File: src/rtl/lmsm_pkg.sv
// lmsm_pkg
// Shared definitions for the load-multiple / store-multiple sequencer:
// the FSM state encoding plus the datapath widths used by the top level
// and the lowest-set-bit encoder.
package lmsm_pkg;

  localparam int ADDR_W = 16;
  localparam int NREG   = 8;
  localparam int IDX_W  = 3;
  localparam int CNT_W  = 4;

  typedef enum logic [1:0] {
    ST_IDLE = 2'd0,
    ST_XFER = 2'd1,
    ST_DONE = 2'd2
  } state_t;

endpackage

File: src/rtl/lsb_prienc.sv
// lsb_prienc
// Combinational priority encoder that picks the lowest set bit of a
// register mask, so registers are serviced from R0 upward.
// Ports:
//   i_mask  - register mask, bit i selects Ri
//   o_idx   - index of the lowest set bit (0 when the mask is empty)
//   o_valid - high when at least one bit of the mask is set
module lsb_prienc
  import lmsm_pkg::*;
(
  input  logic [NREG-1:0]  i_mask,
  output logic [IDX_W-1:0] o_idx,
  output logic             o_valid
);

  // Scan from the top bit down so the last hit, and therefore the
  // winner, is the lowest set bit.
  always_comb begin
    o_idx = '0;
    for (int i = NREG - 1; i >= 0; i--) begin
      if (i_mask[i]) begin
        o_idx = IDX_W'(i);
      end
    end
  end

  assign o_valid = |i_mask;

endmodule

File: src/rtl/lmsm_sequencer.sv
// lmsm_sequencer
// Sequences one load-multiple or store-multiple operation: walks the
// latched register mask from R0 to R7, issuing one memory access per set
// bit at consecutive addresses, then pulses done for one cycle.
// Ports:
//   clk, reset  - clock and synchronous active-high reset
//   start       - begin an operation (sampled only in IDLE)
//   is_store    - 1 = store-multiple, 0 = load-multiple
//   reg_list    - register mask, bit i selects Ri
//   base_addr   - address of the first transfer
//   mem_ready   - memory accepts/completes the current access this cycle
//   busy        - high in XFER and DONE
//   mem_en      - memory access request
//   read_wbar   - 1 = read, 0 = write
//   mem_addr    - address of the current transfer
//   reg_idx     - register index of the current transfer
//   rf_wen      - register file write strobe (loads only)
//   xfer_count  - transfers completed in this operation
//   done        - one-cycle end-of-operation pulse
module lmsm_sequencer
  import lmsm_pkg::*;
(
  input  logic              clk,
  input  logic              reset,
  input  logic              start,
  input  logic              is_store,
  input  logic [NREG-1:0]   reg_list,
  input  logic [ADDR_W-1:0] base_addr,
  input  logic              mem_ready,
  output logic              busy,
  output logic              mem_en,
  output logic              read_wbar,
  output logic [ADDR_W-1:0] mem_addr,
  output logic [IDX_W-1:0]  reg_idx,
  output logic              rf_wen,
  output logic [CNT_W-1:0]  xfer_count,
  output logic              done
);

  state_t              r_state;
  state_t              w_nextState;
  logic [NREG-1:0]     r_mask;
  logic [ADDR_W-1:0]   r_addr;
  logic                r_isStore;
  logic [CNT_W-1:0]    r_count;

  logic [IDX_W-1:0]    w_idx;
  logic                w_valid;
  logic [NREG-1:0]     w_maskCleared;
  logic                w_xferDone;

  lsb_prienc u_prienc (
    .i_mask  (r_mask),
    .o_idx   (w_idx),
    .o_valid (w_valid)
  );

  // A transfer retires only on a ready cycle in XFER; every other XFER
  // cycle is a stall where everything holds.
  assign w_xferDone    = (r_state == ST_XFER) && w_valid && mem_ready;
  assign w_maskCleared = r_mask & ~(NREG'(1) << w_idx);

  // State register
  always_ff @(posedge clk) begin
    if (reset) begin
      r_state <= ST_IDLE;
    end else begin
      r_state <= w_nextState;
    end
  end

  // Operation context: captured once at start so that input changes
  // during an operation cannot disturb it, then advanced per transfer.
  always_ff @(posedge clk) begin
    if (reset) begin
      r_mask    <= '0;
      r_addr    <= '0;
      r_isStore <= 1'b0;
      r_count   <= '0;
    end else if ((r_state == ST_IDLE) && start) begin
      r_mask    <= reg_list;
      r_addr    <= base_addr;
      r_isStore <= is_store;
      r_count   <= '0;
    end else if (w_xferDone) begin
      r_mask    <= w_maskCleared;
      r_addr    <= r_addr + ADDR_W'(1);
      r_count   <= r_count + CNT_W'(1);
    end
  end

  // Next-state logic; an empty mask skips XFER entirely.
  always_comb begin
    w_nextState = r_state;
    unique case (r_state)
      ST_IDLE: begin
        if (start) begin
          w_nextState = (reg_list != '0) ? ST_XFER : ST_DONE;
        end
      end
      ST_XFER: begin
        if (w_xferDone && (w_maskCleared == '0)) begin
          w_nextState = ST_DONE;
        end
      end
      ST_DONE: begin
        w_nextState = ST_IDLE;
      end
      default: begin
        w_nextState = ST_IDLE;
      end
    endcase
  end

  // Output logic; rf_wen is gated by the ready cycle so a stalled load
  // writes the register file exactly once.
  always_comb begin
    busy       = 1'b0;
    mem_en     = 1'b0;
    read_wbar  = 1'b1;
    rf_wen     = 1'b0;
    done       = 1'b0;
    mem_addr   = r_addr;
    reg_idx    = w_idx;
    xfer_count = r_count;
    unique case (r_state)
      ST_XFER: begin
        busy      = 1'b1;
        mem_en    = w_valid;
        read_wbar = ~r_isStore;
        rf_wen    = w_xferDone && !r_isStore;
      end
      ST_DONE: begin
        busy = 1'b1;
        done = 1'b1;
      end
      default: begin
        busy = 1'b0;
      end
    endcase
  end

endmodule

File: config.mk
export PLATFORM = sky130hd
export DESIGN_NAME = lmsm_sequencer
export DESIGN_NICKNAME = d
export VERILOG_FILES = /design/src/rtl/lmsm_pkg.sv /design/src/rtl/lsb_prienc.sv /design/src/rtl/lmsm_sequencer.sv
export SDC_FILE = /design/constraint.sdc
export NUM_CORES = 1
export LEC_CHECK = 0
export ABC_CLOCK_PERIOD_IN_PS = 2700
export BUFFER_PORTS_ARGS = -buffer_cell sky130_fd_sc_hd__clkbuf_2
export CAP_MARGIN = 5
export CORE_UTILIZATION = 50
export DETAILED_ROUTE_END_ITERATION = 8
export PLACE_DENSITY = 0.79
export SLEW_MARGIN = 15
export SYNTH_ARGS = -nofsm -noshare
export SYNTH_HDL_FRONTEND = slang
export SYNTH_SLANG_ARGS = --single-unit
File: constraint.sdc
create_clock -name clk -period 2.7 [get_ports clk]
set_input_delay 0.27 -clock clk [delete_from_list [all_inputs] [get_ports clk]]
set_output_delay 0.27 -clock clk [all_outputs]
set_load 0.02 [all_outputs]
## Word-level counts from Yosys, hierarchy flattened

Cells that the tools add are included.

| operators by class | value |
|---|---|
| divide/modulo/power cells | 0 |
| order comparisons | 0 |
| shift operators | 1 |
| $mul | 0 |
| add/sub/neg operators | 2 |
| multiplexer cells | 21 |
| reduce and logical (&&, ||, !) cells | 14 |
| equality and inequality tests | 4 |
| bitwise operators | 3 |

Operators with widths:

| operator | number |
|---|---|
| $mux 16 | 2 |
| $mux 3 | 8 |
| $add 16x1->16 const B | 1 |
| $mux 8 | 2 |
| $and 8x8->8 | 1 |
| $logic_not 8->1 | 1 |
| $not 8->8 | 1 |
| $reduce_bool 8->1 | 1 |
| $reduce_or 8->1 | 1 |
| $shl 1x3->8 const A | 1 |
| $mux 2 | 3 |
| $logic_and 1x1->1 | 5 |
| $mux 1 | 5 |
| $add 4x1->4 const B | 1 |
| $pmux 2 s2 | 1 |
| $reduce_or 2->1 | 2 |
| $eq 2x1->1 const B | 1 |
| $eq 2x2->1 const B | 1 |
| $logic_not 2->1 | 1 |
| $ne 2x1->1 const B | 1 |
| $ne 2x2->1 const B | 1 |
| $reduce_and 2->1 | 1 |
| $reduce_bool 2->1 | 1 |
| $logic_not 1->1 | 1 |
| $not 1->1 | 1 |

| storage, ports and cells | value |
|---|---|
| logic and storage cells | 50 |
| memories | 0 |
| ROM bits | 0 |
| RAM bits | 0 |
| latch bits | 0 |
| flip-flop bits (word level) | 31 |
| bits of input ports | 29 |
| output and inout port bits | 28 |

## Longest topological paths before layout

| logic depth | value |
|---|---|
| depth after elaboration | 15 |
| depth in mapped cells | 8 |

## Modules after synthesis

Synthesis repeated with hierarchy kept, for this count alone.

| second synthesis, totals | value |
|---|---|
| cells, all modules | 217 |
| area, all modules | 1785.5 µm² |

By module, submodules not included:

| module | area each (µm²) | instances | sequential area each (µm²) | cells an instance |
|---|---|---|---|---|
| lmsm_sequencer | 1704.1 | 1 | 620.6 | 204 |
| lsb_prienc | 81.3 | 1 | 0.0 | 13 |

## Worst setup path after synthesis

OpenSTA, ideal clock, no wires.

| timing path | value |
|---|---|
| path type | register to register |
| start | register r_state[1] |
| end | register r_addr[15], in the netlist mem_addr[15] |
| setup slack | 0.697 ns |
| arrival | 1.912 ns |
| cell stages (with the launch flop) | 9 |
| required time | 2.609 ns |
| cells stage by stage | dfxtp_1 > inv_1 > ha_1 > buf_2 > nand2_1 > a2111oi_4 > nand2_2 > or3_1 > a311oi_1 |

| between the ends | value |
|---|---|
| cells in the longest elaborated chain, start to end | 4 |
| elaborated cells between the ends (all ways) | 7 |
| those cells by class | eq/ne (1); mux (1); reduce/logical (5) |

Ends and longest elaborated chain:

| item | line | text |
|---|---|---|
| start: declaration | lmsm_sequencer.sv:40 | `state_t r_state;` |
| start signal: assignment | lmsm_sequencer.sv:68 | `r_state <= w_nextState;` |
| $eq 2x1->1 | lmsm_sequencer.sv:60 | `assign w_xferDone = (r_state == ST_XFER) && w_valid && mem_ready;` |
| $logic_and 1x1->1 (2 in series) | lmsm_sequencer.sv:60 |  |
| $reduce_bool 2->1 (no line) | -- |  |
| end signal: assignment | lmsm_sequencer.sv:82 | `r_addr <= base_addr;` |
| end signal: assignment | lmsm_sequencer.sv:87 | `r_addr <= r_addr + ADDR_W'(1);` |
| end: declaration | lmsm_sequencer.sv:43 | `logic [ADDR_W-1:0] r_addr;` |

Several ways; a longest one is shown, not always the timed one.
A chain may end at the register's enable or synchronous reset.

## Worst setup path in the final report

| timing path | value |
|---|---|
| start | register r_mask[7] |
| end | output rf_wen |

| between the ends | value |
|---|---|
| cells in the longest elaborated chain, start to end | 5 |

Ends and longest elaborated chain:

| item | line | text |
|---|---|---|
| start: declaration | lmsm_sequencer.sv:42 | `logic [NREG-1:0] r_mask;` |
| start signal: assignment | lmsm_sequencer.sv:81 | `r_mask <= reg_list;` |
| start signal: assignment | lmsm_sequencer.sv:86 | `r_mask <= w_maskCleared;` |
| $reduce_or 8->1 | lsb_prienc.sv:27 | `assign o_valid = \|i_mask;` |
| $logic_and 1x1->1 (2 in series) | lmsm_sequencer.sv:60 |  |
| $logic_and 1x1->1 | lmsm_sequencer.sv:131 | `rf_wen = w_xferDone && !r_isStore;` |
| $mux 1 | lmsm_sequencer.sv:126 | `unique case (r_state)` |
| end: declaration | lmsm_sequencer.sv:35 | `output logic rf_wen,` |

No other way between the ends.

==> flow_summary_export.csv <==
group,metric,value,unit
outcome,outcome,"finished, final reports clean",
synthesis,synth_compound_area_frac,0.209,
worst_setup_path,rrSetupSlack,380,ps
floorplanning,core_area,0.00315,mm²
timing,setup_viol_count_final,0,
power,leakagePower,0.861,nW
synthesis,yosysTopAreaCellShare,0.360,
worst_setup_path,crit_type,"reg -> out",
route,post_drt_via_cell_ratio,5.57,
route,ant_nets,0,
cts,cts_tree,"done",
cts,cts_buffers,5,
timing,grt_setup_unrepaired,"false",
worst_hold_path,hp-class,"in -> reg",
global_route,grt_antenna_before_repair,0,
floorplanning,dieArea,0.00368,mm²
synthesis,ys_async_sr_fraction,0,
placed_design,placed_area,0.00202,mm²
cts,hold_buffers,0,
timing,hold_ws,151,ps
route,first_iter_violations,81,
synthesis,synthAdderAreaFrac,0.0480,
global_route,grt_pass1_vias,1425,
synthesis,synthMuxAreaShare,0.00581,
worst_setup_path,worstPathCellList,"nor4_2 -> nand2_1 -> nand3_1 -> nor2_1 -> clkbuf_2",
timing,finalHoldViolCount,0,
synthesis,synth_top_area_cell,"dfxtp_1",
cts,cts_max_level,2,
synthesis,syn-num-nets,245,
cts,clockBufferDepth,2,
timing,tns,0,ps
floorplanning,die_y,60.7,µm
worst_setup_path,critPathSlowestCell,"nor4_2",
synthesis,synth_top_family_by_area,"simple AND/OR/NAND/NOR gates",
synthesis,synth-xor-area-share,0.0763,
worst_setup_path,worstPathArrival,2100,ps
layout,design_area,0.00208,mm²
flow_run,drv_cap,0,
placed_design,pre_cts_ws,422,ps
route,wl_per_cell,13.1,µm
global_route,grtUsageTotal,0.234,
floorplanning,initial_utilization,0.546,
timing,clock_skew,4.65,ps
cts,cts_resized,0,
synthesis,syn-cell-area,0.00172,mm²
global_route,grt_pass1_wl,6.33,mm
synthesis,yosysMostFrequentCell,"dfxtp_1",
power,p_total,1.40,mW
worst_setup_path,cp_max_fo,6,
worst_setup_path,r2r-start,"r_state[1]",
worst_setup_path,max_stage_delay,670,ps
layout,drive_above_1_share,0.269,
timing,finalWorstSetupSlack,332,ps
global_route,grt_overflow,0,
layout,areaGrowthSynthToFinish,20.6,%
worst_setup_path,reg2regPathDepth,7,
power,ir_drop,0.385,mV
timing,slew_viol_final,0,
timing,fin_crit_sh,0.877,
synthesis,synth_cell_type_count,40,
cts,post-cts-setup-buffers,0,
route,vias,1715,
timing,maxSlewHeadroom,0.532,
power,power_density,676,mW/mm²
timing,clock.fmax,422,MHz
floorplanning,die_x,60.7,µm
worst_hold_path,hp-start,"is_store",
cts,cts.reportedPaths.clkPinSlew,90,ps
synthesis,ys_ff_latch,31,
worst_setup_path,worstPathRequired,2430,ps
placed_design,port_buffers,56,
layout,nNetsFinal,298,
synthesis,yosys_most_used_dff,"dfxtp_1",
synthesis,synthTopCellsByArea,"dfxtp_1 (36%), a211oi_1 (6.1%), nand2_1 (5.2%)",
placed_design,gp_congestion,0.905,
global_route,grt_max_degree,33,
cts,cts.sinks,31,
synthesis,yosys-top-cells-count,"dfxtp_1 (31), nand2_1 (24), nor2_1 (24)",
floorplanning,io_pins,57,
synthesis,synth-edff-count,0,
synthesis,syn_avg_cell_area,8.16,µm²
timing,fin_crit,2370,ps
synthesis,syn_inst,211,
synthesis,synthSimpleGateAreaFrac,0.262,
timing,tightest_slew,696,ps
worst_setup_path,r2r-end,"mem_addr[15]",
cts,clk_latency,330,ps
route,first_pass_iters,4,
synthesis,yosysSeqAreaShare,0.360,
route,routed_wl,4.04,mm
layout,antennaDiodeCount,0,
worst_setup_path,crit_path_end_kind,"primary output",
worst_hold_path,hold_depth,3,
synthesis,yosysWarningCount,0,
floorplanning,rows,20,
worst_setup_path,cp-start-kind,"register",
cts,clock-root-buffer,"clkbuf_4",
route,drc,0,
worst_hold_path,hold_end,"r_isStore",
placed_design,post-dp-hpwl,2.89,mm
[critical path: cells and delay by family (launching register included)]
| family | cells | cell delay [ps] |
|---|---|---|
| buf+inv | 1 | 150 |
| flops | 1 | 370 |
| simple gates | 4 | 1240 |
[power breakdown]
part | leakage, nW | internal [mW] | switching (mW) | total (mW)
Combinational | 0.572 | 0.194 | 0.327 | 0.521
Clock | 0.0341 | 0.120 | 0.157 | 0.278
Sequential | 0.255 | 0.523 | 0.0837 | 0.606
[metal layers]
metal	wire, µm	GRT usage	vias up	part of all wire
met5	0	0	-	0
li1	-	-	873	-
met3	194	0.0789	10	0.048
met2	1790	0.355	49	0.44
met1	1990	0.311	783	0.49
met4	69	0.0844	0	0.017
[flip-flops by register name, indices dropped and copies added, names as in the netlist]
| name | flops |
|---|---|
| xfer_count | 4 |
| r_isStore | 1 |
| r_state | 2 |
| r_mask | 8 |
| mem_addr | 16 |
[cell type report]
type / instances / area (µm²)
timing repair buffer: 57 / 288
sequential: 31 / 621
inverter: 6 / 22.5
tap: 44 / 55.1
clock inverter: 1 / 5.00
fill: 301 / 1080
multi-input combinational: 163 / 1030
clock buffer: 6 / 51.3
[cell families after synthesis]
kind of cell             count (synthesis)
AND/OR/NAND/NOR                         91
adder cells (fa/ha/maj)                  7
flip-flops                              31
AO/OA/AOI/OAI                           49
XOR/XNOR                                15
multiplexers                             1
buffers and inverters                   17
[how the worst max path moves through the flow]
stage                     startpoint  depth (start not counted)            to
after floorplan           r_state[1]                          8  mem_addr[15]
after global placement    r_state[1]                          7  mem_addr[15]
after detailed placement  r_state[1]                          7  mem_addr[15]
after CTS                  r_mask[4]                          5        rf_wen
after global routing       r_mask[7]                          5        rf_wen
final                      r_mask[7]                          5        rf_wen
[layout by cell type, fill, tap and decap left out, types with 2 or more instances in the layout]
| cell type | Yosys | layout |
|---|---|---|
| xnor2_1 | 5 | 5 |
| inv_1 | 6 | 6 |
| maj3_1 | 2 | 2 |
| clkbuf_4 | 0 | 5 |
| a21oi_1 | 15 | 15 |
| and3_1 | 4 | 4 |
| nor4_2 | 2 | 2 |
| or3_1 | 3 | 3 |
| and2_1 | 2 | 2 |
| dfxtp_1 | 31 | 31 |
| a211oi_1 | 14 | 14 |
| xor2_1 | 10 | 10 |
| o31a_1 | 2 | 2 |
| nor2_1 | 24 | 24 |
| ha_1 | 5 | 5 |
| clkbuf_2 | 0 | 56 |
| nand4_1 | 8 | 8 |
| nand3_1 | 9 | 9 |
| a311oi_1 | 2 | 2 |
| o211ai_1 | 4 | 4 |
| and4_1 | 2 | 2 |
| nor3_1 | 8 | 8 |
| nand2_1 | 24 | 24 |
| nor4_1 | 2 | 2 |
[per-stage QoR]
stage,utilization,cells
3_5_place_dp,0.641,301
5_1_grt,0.659,308
2_1_floorplan,-,211
4_1_cts,0.659,308
3_3_place_gp,0.641,301
6_report,0.659,308
Note: power is estimated with default switching activity, not from simulation.
